==> src/rtl/debounce_pkg.sv <==
// debounce_pkg: default sizing constants and a counter-width helper for the button debounce bank.
package debounce_pkg;

   localparam int DEFAULT_SAMPLE_TIME  = 5000;
   localparam int DEFAULT_CNT_W        = 22;
   localparam int DEFAULT_REPEAT_DELAY = 50000000;
   localparam int DEFAULT_REPEAT_RATE  = 10000000;

   // Bits needed to hold values 0..n-1; never less than one bit.
   function automatic int clog2(input int n);
      int w;
      w = 1;
      while ((64'd1 << w) < 64'(n)) w++;
      return w;
   endfunction

endpackage

==> src/rtl/debounce_channel.sv <==
// debounce_channel: one button's synchroniser, stable-time counter, debounced level and press/release pulses.
// The repeat counter exists only when AUTO_REPEAT_EN is defined.
module debounce_channel
   import debounce_pkg::*;
#(
   parameter int SAMPLE_TIME  = DEFAULT_SAMPLE_TIME,
`ifdef AUTO_REPEAT_EN
   parameter int REPEAT_DELAY = DEFAULT_REPEAT_DELAY,
   parameter int REPEAT_RATE  = DEFAULT_REPEAT_RATE,
`endif
   parameter int CNT_W        = DEFAULT_CNT_W
) (
   input  logic clk,
   input  logic rst_n,
   input  logic button,
   output logic level,
   output logic press,
   output logic release_pulse
);

   localparam logic [CNT_W-1:0] CNT_LAST = CNT_W'(SAMPLE_TIME - 1);

   logic             sync1;
   logic             s;
   logic             level_d;
   logic [CNT_W-1:0] cnt;
   logic             rep;

`ifdef AUTO_REPEAT_EN
   localparam int RC_W = clog2(REPEAT_DELAY);

   logic [RC_W-1:0] rc;
   logic            held;

   // Counting starts in the cycle of the first press pulse so the first repeat lands REPEAT_DELAY later.
   assign held = level & level_d;
   assign rep  = held && (rc == RC_W'(REPEAT_DELAY - 1));

   always_ff @(posedge clk or negedge rst_n) begin
      if (!rst_n) begin
         rc <= '0;
      end else if (!held) begin
         rc <= '0;
      end else if (rep) begin
         rc <= RC_W'(REPEAT_DELAY - REPEAT_RATE);
      end else begin
         rc <= rc + 1'b1;
      end
   end
`else
   assign rep = 1'b0;
`endif

   always_ff @(posedge clk or negedge rst_n) begin
      if (!rst_n) begin
         sync1         <= 1'b0;
         s             <= 1'b0;
         cnt           <= '0;
         level         <= 1'b0;
         level_d       <= 1'b0;
         press         <= 1'b0;
         release_pulse <= 1'b0;
      end else begin
         sync1 <= button;
         s     <= sync1;
         if (s == level) begin
            cnt <= '0;
         end else if (cnt == CNT_LAST) begin
            level <= s;
            cnt   <= '0;
         end else begin
            cnt <= cnt + 1'b1;
         end
         level_d       <= level;
         press         <= (level & ~level_d) | rep;
         release_pulse <= ~level & level_d;
      end
   end

endmodule

==> src/rtl/button_debounce_bank.sv <==
// button_debounce_bank: multi-channel push-button conditioner; channel 0 also yields the manual CPU clock.
// Optional AUTO_REPEAT_EN adds held-key repeat pulses on Key_press.
module button_debounce_bank
   import debounce_pkg::*;
#(
   parameter int CHANNELS     = 4,
   parameter int SAMPLE_TIME  = DEFAULT_SAMPLE_TIME,
   parameter int CNT_W        = DEFAULT_CNT_W,
   parameter int REPEAT_DELAY = DEFAULT_REPEAT_DELAY,
   parameter int REPEAT_RATE  = DEFAULT_REPEAT_RATE
) (
   input  logic                BasysCLK,
   input  logic                Reset,
   input  logic [CHANNELS-1:0] Button,
   output logic [CHANNELS-1:0] Key_level,
   output logic [CHANNELS-1:0] Key_press,
   output logic [CHANNELS-1:0] Key_release,
   output logic                CPUCLK
);

   if (CHANNELS < 1 || CHANNELS > 16) begin : g_bad_channels
      $error("button_debounce_bank: CHANNELS must be 1..16");
   end
   if (SAMPLE_TIME < 2) begin : g_bad_sample_time
      $error("button_debounce_bank: SAMPLE_TIME must be >= 2");
   end
   if (CNT_W < 1 || (CNT_W < 31 && (1 << CNT_W) <= SAMPLE_TIME)) begin : g_bad_cnt_w
      $error("button_debounce_bank: CNT_W too narrow for SAMPLE_TIME");
   end
   if (REPEAT_DELAY < 2 || REPEAT_RATE < 1 || REPEAT_RATE > REPEAT_DELAY) begin : g_bad_repeat
      $error("button_debounce_bank: need REPEAT_DELAY >= 2 and 1 <= REPEAT_RATE <= REPEAT_DELAY");
   end

   for (genvar g = 0; g < CHANNELS; g++) begin : g_chan
      debounce_channel #(
         .SAMPLE_TIME  (SAMPLE_TIME),
`ifdef AUTO_REPEAT_EN
         .REPEAT_DELAY (REPEAT_DELAY),
         .REPEAT_RATE  (REPEAT_RATE),
`endif
         .CNT_W        (CNT_W)
      ) u_chan (
         .clk           (BasysCLK),
         .rst_n         (Reset),
         .button        (Button[g]),
         .level         (Key_level[g]),
         .press         (Key_press[g]),
         .release_pulse (Key_release[g])
      );
   end

   // Inverter on a flop output: glitch-free, idles high, and rises at the debounced release.
   assign CPUCLK = ~Key_level[0];

endmodule
==> config.mk <==
export PLATFORM = sky130hd
export DESIGN_NAME = button_debounce_bank
export DESIGN_NICKNAME = d
export VERILOG_FILES = /design/src/rtl/debounce_pkg.sv /design/src/rtl/debounce_channel.sv /design/src/rtl/button_debounce_bank.sv
export SDC_FILE = /design/constraint.sdc
export NUM_CORES = 1
export LEC_CHECK = 0
export ABC_CLOCK_PERIOD_IN_PS = 2200
export CAP_MARGIN = 20
export CORE_ASPECT_RATIO = 1.25
export CORE_MARGIN = 2
export CORE_UTILIZATION = 42
export DETAILED_ROUTE_END_ITERATION = 7
export SLEW_MARGIN = 20
export SYNTH_ARGS = -nofsm -noshare
export SYNTH_HDL_FRONTEND = slang
export SYNTH_SLANG_ARGS = --single-unit
==> constraint.sdc <==
create_clock -name BasysCLK -period 2.2 [get_ports BasysCLK]
set_input_delay 0.55 -clock BasysCLK [delete_from_list [all_inputs] [get_ports BasysCLK]]
set_output_delay 0.55 -clock BasysCLK [all_outputs]
set_load 0.05 [all_outputs]
==> summary.md <==
| Metric | Value |
|---|---|
| Largest net degree at the start of global routing | between 60 and 70 |
| Initial Util | 0.429 |
| Input/output buffers | 18 |
| Sequential share of the synthesized area | 0.516 |
| Clock sinks | 112 |
| Maximum vdd drop | roughly 0.33 mV |
| Synth Cell Area | ~0.0054 mm2 |
| Area post-placement | ~0.0058 mm2 |
| WP buf/inv | 1 |
| Die width | between 100 and 150 um |
| Share of the synthesized area in the top cell type | 0.516 |
| Startpoint Class | register |
| Largest cells by area after synthesis | dfrtp_1 (52%), xor2_1 (5.3%), nor2_1 (4.4%), xnor2_1 (3.4%), nand3_1 (3.2%) |
| Vias/cell | 5.62 |
| Synthesized netlist cell count | 536 |
| Number of max-cap violations | 0 |
| Clock root buffer | clkbuf_16 |
| Final Hold Fails | 0 |
| Minimum clock period | a little over 2 ns |
| Final Net Count | 563 |
| Vias | 4,060 |
| Clk buf depth | 2 |
| CTS tree | built |
| Period utilization | 0.924 |
| Worst path slowest cell | clkdlybuf4s50_1 |
| Main synth FF type | dfrtp_1 |
| Cell Chain, Critical Path | clkdlybuf4s50_1 |
| WP data arrival | 1.48 ns |
| Launch point of the worst reg-to-reg path | g_chan[1].u_chan.cnt[2]$_DFF_PN0_ |
| Die height | roughly 130 um |
| First-pass GRT wire length | about 19 mm |
| Final antenna-violating net count | 0 |
| Crit path max-delay family | buffers and inverters |
| Reg2reg setup slack | about 0.2 ns |
| # setup viols final | 0 |
| CP max stage delay | around 0.8 ns |
| Run status | finished, final reports clean |
| Worst-path maximum fanout | 1 |
| Worst Setup SP | g_chan[2].u_chan.release_pulse$_DFF_PN0_ |
| Net Count, Synth | 550 |
| GRT overflow | 0 |
| N_diodes | 0 |
| Post-route core utilization | 0.482 |
| Count leader, synth | dfrtp_1 |
| Reg clk slew, reported paths | roughly 0.080 ns |
| Slew @ Worst Pin | slightly above 0.5 ns |
| EDFF count, synth | 0 |
| CTS buffer count | 9 |
| Share of layout cells above drive strength 1 | 0.0758 |
| Fmax | between 400 and 500 MHz |
| P_leak | ~2.5 nW |
| Pwr dens | roughly 660 mW/mm2 |
| Core ar. | roughly 0.013 mm2 |
| Worst path depth | 1 |
| Layout area overhead | 12.6% |
| Post-CTS Repair Setup Buffers | 0 |
| Hold WC Path Type | in -> async |
| Ys async rst share | 1.00 |
| Vias in the first global route | about 4,000 |
| DR iter-0 viols | approximately 180 |
| Avg Cell Area, Syn | 10.1 um2 |
| R2r endpoint | g_chan[1].u_chan.cnt[17]$_DFF_PN0_ |
| I/O pin count | 19 |
| Layout filler cell count | roughly 1,200 |
| HPWL after DPL | approximately 7.0 mm |
| Worst Setup EP | Key_release[2] |
| Slew Limit Headroom | 0.661 |
| Post-synth top cells | dfrtp_1 (112), nor2_1 (63), nand3_1 (35), xor2_1 (33), a21oi_1 (28) |
| Die ar. | approximately 0.014 mm2 |
| Seq cells post-synth | 112 |
| Final Cell Area | ~0.006 mm2 |
| WL/cell | roughly 14 um |
| Slew Limit Fails | 0 |
| Clock Skews | approximately 0.0085 ns |
| Total Neg Setup Slack | 0 ns |
| H-tree depth | 3 |
| Worst skew pair latency | around 0.36 ns |
| Worst EP required | approximately 1.7 ns |
| Final wirelength | around 10 mm |
| Yosys warns | 0 |
| Initial DRT Pass Iterations | 4 |
| Critical path type | reg -> out |
| Yosys top cell by area | dfrtp_1 |
| Setup crit end kind | primary output |
| Synth unique cells | 35 |
| Initial antenna violation count | 0 |
| RD Place Congestion | 0.799 |
| Total DRC errors in the routed layout | 0 |
| # hold bufs at CTS | 0 |
| GRT Resource Usage Total | 0.165 |
| RSZ-0062 raised after global routing | no |
| Hold WS | about 0.17 ns |
| Row count | 46 |
| Worst r2r path cells | 4 |
-- timing repair --
item	in CTS	in global routing
setup endpoints to repair	3	1
gates resized for setup	3	1
gates cloned	0	0
-- power by group --
part | internal (mW) | leakage, nW | total (mW) | switching, mW
Clock | 1.01 | 0.153 | 1.78 | 0.772
Sequential | 2.08 | 1.54 | 2.11 | 0.0301
Combinational | 0.0507 | 0.844 | 0.147 | 0.0959
-- metal layers --
metal	up-vias	track usage	share of wire
met3	17	0.0346	0.027
met2	54	0.278	0.48
met5	-	0	0
met4	0	0.0673	0.020
met1	2033	0.210	0.47
li1	1956	-	-
-- worst min-delay path by stage --
stage,endpoint,slack [ns]
detailed placement,g_chan[2].u_chan.s$_DFF_PN0_,0.34
global placement,g_chan[2].u_chan.s$_DFF_PN0_,0.34
floorplan,g_chan[0].u_chan.cnt[0]$_DFF_PN0_,0.25
CTS,g_chan[3].u_chan.cnt[20]$_DFF_PN0_,0.19
global route,g_chan[3].u_chan.cnt[20]$_DFF_PN0_,0.19
finish,g_chan[3].u_chan.cnt[20]$_DFF_PN0_,0.17
-- cell families (layout without fill, tap and decap cells) --
group                      count (synthesis)  count (layout)  synth area share
and+or+nand+nor                          258             258             0.266
DFF                                      112             112             0.516
AOI/OAI and AO/OA                         63              63            0.0699
xor gates and xnor gates                  54              54            0.0872
buffers and inverters                     37              55            0.0341
adders and majority gates                  8               8            0.0184
muxes                                      4               4           0.00830
-- metrics by stage --
step                      total power, mW  worst slack (ns)  std cells
final                                4.04             0.167        722
after global routing                 4.19             0.109        722
after global placement               2.30             0.300        706
after detailed placement             2.30             0.236        706
after CTS                            4.08           0.00834        722
after floorplan                      2.21             0.337        536
-- cell type report --
| type | count | area [um2] | area share |
|---|---|---|---|
| Sequential cell | 112 | 2800 | 0.459 |
| Multi-Input combinational cell | 387 | 2450 | 0.402 |
| Timing Repair Buffer | 30 | 289 | 0.0473 |
| Clock buffer | 10 | 229 | 0.0375 |
| Tap cell | 168 | 210 | 0.0344 |
| Clock inverter | 6 | 90.1 | 0.0147 |
| Inverter | 9 | 33.8 | 0.00553 |
-- placed cells by master (no fill, tap or decap), types with 10 or more instances in the layout --
master	synthesis	routed
nor3_1	10	10
or3_1	14	14
xor2_1	33	33
nor2_1	63	63
xnor2_1	21	21
clkdlybuf4s50_1	0	12
or4_1	23	23
o21ai_0	15	14
a21oi_1	28	28
o31ai_1	15	15
dfrtp_1	112	112
nand3_1	35	35
nor4_1	13	13
buf_4	12	12
nand4_1	27	27
nand2_1	27	27
-- flip-flops by register name (all words and copies together), names as in the netlist --
name and cells:
g_chan.u_chan.s 4, g_chan.u_chan.sync1 4, g_chan.u_chan.release_pulse 4, g_chan.u_chan.level_d 4
g_chan.u_chan.level 4, g_chan.u_chan.press 4, g_chan.u_chan.cnt 88
Note: power is estimated with default switching activity, not from simulation.
